[config.mk]
export PLATFORM = sky130hd
export DESIGN_NAME = mem_initiator
export DESIGN_NICKNAME = d
export VERILOG_FILES = /design/src/rtl/mem_initiator.sv
export SDC_FILE = /design/constraint.sdc
export NUM_CORES = 1
export LEC_CHECK = 0
export ABC_AREA = 1
export BUFFER_PORTS_ARGS = -buffer_cell sky130_fd_sc_hd__buf_2
export CORE_UTILIZATION = 40
export CTS_CLUSTER_SIZE = 8
export DETAILED_ROUTE_END_ITERATION = 16
export PLACE_DENSITY = 0.68
export SLEW_MARGIN = 15
export SYNTH_ARGS = -nofsm -noshare
export SYNTH_HDL_FRONTEND = slang
export SYNTH_SLANG_ARGS = --single-unit
[constraint.sdc]
create_clock -name clk_i -period 1.8 [get_ports clk_i]
set_input_delay 0.27 -clock clk_i [delete_from_list [all_inputs] [get_ports clk_i]]
set_output_delay 0.27 -clock clk_i [all_outputs]
set_load 0.02 [all_outputs]
[src/rtl/mem_initiator.sv]
// Requester engine for the single-port RAM valid/we/mask/resp interface.
// Handles one byte/half/word load or store at a time, with lane steering, extension and timeout.
module mem_initiator #(
  parameter int ADDRW   = 10,
  parameter int TIMEOUT = 16
) (
  input  logic             clk_i,
  input  logic             rst_ni,
  input  logic             req_valid_i,
  output logic             req_ready_o,
  input  logic [ADDRW-1:0] req_addr_i,
  input  logic             req_we_i,
  input  logic [1:0]       req_size_i,
  input  logic             req_unsigned_i,
  input  logic [31:0]      req_wdata_i,
  output logic             rsp_valid_o,
  output logic [31:0]      rsp_rdata_o,
  output logic             rsp_err_o,
  output logic [ADDRW-1:0] mem_addr_o,
  output logic [31:0]      mem_data_o,
  output logic [3:0]       mem_mask_o,
  output logic             mem_we_o,
  output logic             mem_valid_o,
  input  logic [31:0]      mem_data_i,
  input  logic             mem_resp_i
);

  localparam int CW = (TIMEOUT > 1) ? $clog2(TIMEOUT) : 1;

  typedef enum logic [1:0] {IDLE, ISSUE, WAIT, RESP} state_e;

  state_e           state_q, state_d;
  logic [CW-1:0]    cnt_q, cnt_d;
  logic [1:0]       size_q;
  logic             uns_q;
  logic [ADDRW-1:0] addr_q;
  logic             we_q;
  logic [3:0]       mask_q;
  logic [31:0]      wdat_q;
  logic             mem_valid_q;
  logic             rsp_valid_q;
  logic [31:0]      rdata_q, rdata_d;
  logic             err_q, err_d;

  logic             misaligned;
  logic             timeout_hit;
  logic [3:0]       mask_req;
  logic [31:0]      data_req;
  logic [31:0]      shifted;
  logic [31:0]      load_val;

  assign misaligned = (req_size_i == 2'd3) ||
                      (req_size_i == 2'd1 && req_addr_i[0]) ||
                      (req_size_i == 2'd2 && req_addr_i[1:0] != 2'b00);

  assign timeout_hit = (TIMEOUT != 0) && (cnt_q == CW'(TIMEOUT - 1));

  always_comb begin
    mask_req = 4'b0000;
    data_req = 32'h0;
    if (req_we_i) begin
      case (req_size_i)
        2'd0: begin
          mask_req = 4'b0001 << req_addr_i[1:0];
          data_req = {4{req_wdata_i[7:0]}};
        end
        2'd1: begin
          mask_req = 4'b0011 << req_addr_i[1:0];
          data_req = {2{req_wdata_i[15:0]}};
        end
        2'd2: begin
          mask_req = 4'b1111;
          data_req = req_wdata_i;
        end
        default: begin
          mask_req = 4'b0000;
          data_req = 32'h0;
        end
      endcase
    end
  end

  // Load data is right-aligned by the latched byte offset before extension.
  assign shifted = mem_data_i >> {addr_q[1:0], 3'b000};

  always_comb begin
    load_val = mem_data_i;
    case (size_q)
      2'd0:    load_val = uns_q ? {24'h0, shifted[7:0]} : {{24{shifted[7]}}, shifted[7:0]};
      2'd1:    load_val = uns_q ? {16'h0, shifted[15:0]} : {{16{shifted[15]}}, shifted[15:0]};
      default: load_val = mem_data_i;
    endcase
    if (we_q) load_val = 32'h0;
  end

  always_comb begin
    state_d = state_q;
    cnt_d   = cnt_q;
    rdata_d = rdata_q;
    err_d   = err_q;
    case (state_q)
      IDLE: begin
        if (req_valid_i) begin
          if (misaligned) begin
            state_d = RESP;
            err_d   = 1'b1;
            rdata_d = 32'h0;
          end else begin
            state_d = ISSUE;
          end
        end
      end
      ISSUE: begin
        cnt_d = '0;
        if (mem_resp_i) begin
          state_d = RESP;
          err_d   = 1'b0;
          rdata_d = load_val;
        end else begin
          state_d = WAIT;
        end
      end
      WAIT: begin
        if (mem_resp_i) begin
          state_d = RESP;
          err_d   = 1'b0;
          rdata_d = load_val;
        end else if (timeout_hit) begin
          state_d = RESP;
          err_d   = 1'b1;
          rdata_d = 32'h0;
        end else begin
          cnt_d = cnt_q + 1'b1;
        end
      end
      RESP:    state_d = IDLE;
      default: state_d = IDLE;
    endcase
  end

  always_ff @(posedge clk_i or negedge rst_ni) begin
    if (!rst_ni) begin
      state_q     <= IDLE;
      cnt_q       <= '0;
      size_q      <= 2'd0;
      uns_q       <= 1'b0;
      addr_q      <= '0;
      we_q        <= 1'b0;
      mask_q      <= 4'b0000;
      wdat_q      <= 32'h0;
      mem_valid_q <= 1'b0;
      rsp_valid_q <= 1'b0;
      rdata_q     <= 32'h0;
      err_q       <= 1'b0;
    end else begin
      state_q     <= state_d;
      cnt_q       <= cnt_d;
      rdata_q     <= rdata_d;
      err_q       <= err_d;
      mem_valid_q <= (state_d == ISSUE);
      rsp_valid_q <= (state_d == RESP);
      if (state_q == IDLE && req_valid_i && !misaligned) begin
        addr_q <= req_addr_i;
        we_q   <= req_we_i;
        size_q <= req_size_i;
        uns_q  <= req_unsigned_i;
        mask_q <= mask_req;
        wdat_q <= data_req;
      end
    end
  end

  assign req_ready_o = (state_q == IDLE);
  assign rsp_valid_o = rsp_valid_q;
  assign rsp_rdata_o = rdata_q;
  assign rsp_err_o   = err_q;
  assign mem_addr_o  = addr_q;
  assign mem_we_o    = we_q;
  assign mem_mask_o  = mask_q;
  assign mem_data_o  = wdat_q;
  assign mem_valid_o = mem_valid_q;

endmodule
==> qor.csv <==
metric,value,unit
grt met3 use,0.04101,
DP HPWL,10.21,mm
Initial Util,0.4125,
CP Max Fanout,15,
RSZ-0062 raised after global routing,true,
MaxCap Viol Count,0,
clk slew on worst S/H paths,0.07,ns
hold crit path type,input pin to register,
area grow syn2layout,31.71,%
final core utilization,0.5434,
CTS max path bufs,2,
crit end category,register,
Final Setup Violations,0,
Synth Area in Adders,0.01322,
XOR/XNOR Fraction of Synth Area,0.005554,
Int Power,0.005756,W
area of the core,11470,um^2
routed len/inst,14.33,um
cts bufs inserted,9,
ys async rst share,1.000,
register share of total power,0.319,
"Warnings, synthesis",0,
Post-Synthesis Cell Area,4731,um^2
CTS Root Cell,clkbuf_16,
Net Sw Frac,0.4607,
vias post-DR,5011,
GPL Wtd Cong,0.9031,
syn_nets,745,
cell count after synthesis,658,
DR vias/cell,5.082,
initial antenna violation count,0,
simple-gate share of the synthesized area,0.3060,
clock sinks,91,
final instance area,6231,um^2
sw power,0.004917,W
Detail Route Antenna Nets,0,
multiplexer share of the synthesized area,0,
R2R depth,10,
Post-synth top flop,dfrtp_1,
clk_skew,0.009459,ns
worst path required time,2.08,ns
grt ovf,0,
Total Wirelength,14.13,mm
distinct cell type count of the synthesized netlist,28,
Post-route DRC,0,
"Clk Latency, worst-skew pair",0.34,ns
H-tree depth,3,
worst path arrival time,2.01,ns
main combinational cell family by area after synthesis,simple AND/OR/NAND/NOR gates,
gr usage total,0.2317,
I/O pin total,165,
CTS tree,yes,
largest net degree at the start of global routing,39,
Max Fclk,0.5796,GHz
relative slew slack,0.5568,
Synth Register Bits,91,
Syn Area/Cell,7.190,um^2
Core Rows,39,
Final WS setup,0.07477,ns
Synth Area in Compound Gates,0.1230,
status,completed,
hold path depth,3,
Pwr Density,1713,nW/um^2
first-pass GRT wire length,23.09,mm
period utilization,0.9585,
total power draw,0.01067,W
number of global-route vias before repair,4769,
first-pass iteration count of the detailed router,7,
"Slew Viols, Final",0,
Fin. Hold Viols,0,
min cycle time layout,1.725,ns
Lkg Pwr,3.539,nW
WS Path Type,register to register,
number of DRC markers in iteration 0,255,
most frequent cells in the layout,"268 x nand2_1, 163 x buf_2, 89 x dfrtp_1",
GR peak layer,met2,
number of synthesized flops with an enable pin,0,
placed cell area,5837,um^2
Slew @ Worst Pin,0.6626,ns
die area,12270,um^2
clock network fraction of design power,0.160,
Die Span X,110.8,um
"most common cell after layout, fill and taps aside",nand2_1,
dpl ws,-0.01856,ns
Ant. Diodes,0,
M1 GR Usage,0.3092,
Max IR drop VDD,898.4,uV
Comb power frac,0.521,
layout cells sized above 1,0.2716,
met2 Use GR,0.3752,
Worst setup SP type,register,
sequential area share after synthesis,0.4814,
Die Y,110.8,um
PortBufs,164,
nets,926,
## cell type report
cell class | count | area (um^2)
clock buffers | 11 | 232.7
clock inverters | 4 | 28.78
fillers | 1077 | 5236
inverters | 57 | 217.7
multi-input cells | 483 | 2175
flip-flops and latches | 91 | 2280
well taps | 143 | 178.9
repair buffers | 197 | 1119
## power groups by stage
stage          sequential [W]  clock [W]  combinational (W)
6_report              0.00341    0.00171            0.00556
4_1_cts               0.00340    0.00175            0.00529
3_3_place_gp          0.00337          0            0.00515
5_1_grt               0.00351    0.00182            0.00611
3_5_place_dp          0.00342          0            0.00524
2_1_floorplan         0.00426          0            0.00242
## cells by family after synthesis
family	count (synthesis)
and+or+nand+nor	361
AOI/OAI and AO/OA	114
DFF	91
buffers and inverters	84
adders and majority gates	5
xor gates and xnor gates	3
## timing repair
action | 4_1_cts | 5_1_grt
resized for setup | 3 | 19
hold buffers | 1 | 0
endpoints found under the setup margin | 15 | 49
endpoints found under the hold margin | 28 | 0
pin swaps | 1 | 5
setup buffers | 1 | 5
gates cloned | 0 | 1
## layer usage
layer,share of wire,vias to the layer above
met5,0,-
met4,0.020,0
met2,0.47,218
met3,0.074,23
met1,0.44,2330
li1,-,2440
## Yosys cell counts, types with 2 or more instances
cell        n  area, um^2
nand2_1   268        1006
dfrtp_1    91        2277
o21ai_0    77       385.4
inv_1      55       206.5
nor2_1     45       168.9
nand3_1    37       185.2
a21oi_1    17       85.08
o21ai_1    15       75.07
buf_2      13       65.06
clkbuf_1   13       48.80
ha_1        5       62.56
nand3_2     2       20.02
nand4_1     2       12.51
nor2_4      2       22.52
nor3_1      2       10.01
xor2_1      2       17.52
## critical path: stages (launching register included)
cell	delay (ns)
dfrtp_2	0.43
buf_4	0.15
ha_4	0.17
nand2_1	0.08
nand3_1	0.11
nor2_4	0.15
nand3_2	0.13
buf_6	0.18
nor2_2	0.11
nand2_1	0.06
nand2_1	0.07
## flip-flops by register name, summed over array words and instances, names as in the netlist
name and flops:
mem_mask_o 4, mem_valid_o 1, mem_we_o 1, rsp_err_o 1, mem_data_o 32, uns_q 1
mem_addr_o 10, size_q 2, rsp_rdata_o 32, rsp_valid_o 1, state_q 2, cnt_q 4
## worst paths after layout
kind | from | end | slack, ns
worst min-delay path | req_addr_i[7] | mem_addr_o[7] | 0.12
worst min register to register | rsp_rdata_o[30] | rsp_rdata_o[30] | 0.47
max in group asynchronous | rst_ni | mem_data_o[19] | 0.78
min in group asynchronous | rst_ni | rsp_rdata_o[8] | 0.41
worst max-delay path | state_q[0] | rsp_rdata_o[27] | 0.07
worst max register to register | state_q[0] | rsp_rdata_o[27] | 0.07
## stage by stage
stage,setup TNS (ns),hold WS (ns),cells
6_report,0,0.1224,986
5_1_grt,-0.2537,0.1197,986
4_1_cts,0,0.1141,980
3_5_place_dp,-0.03123,0.2361,963
3_3_place_gp,0,0.2275,963
2_1_floorplan,0,-0.02559,658
No activity file was read; power rests on OpenSTA's default activity.
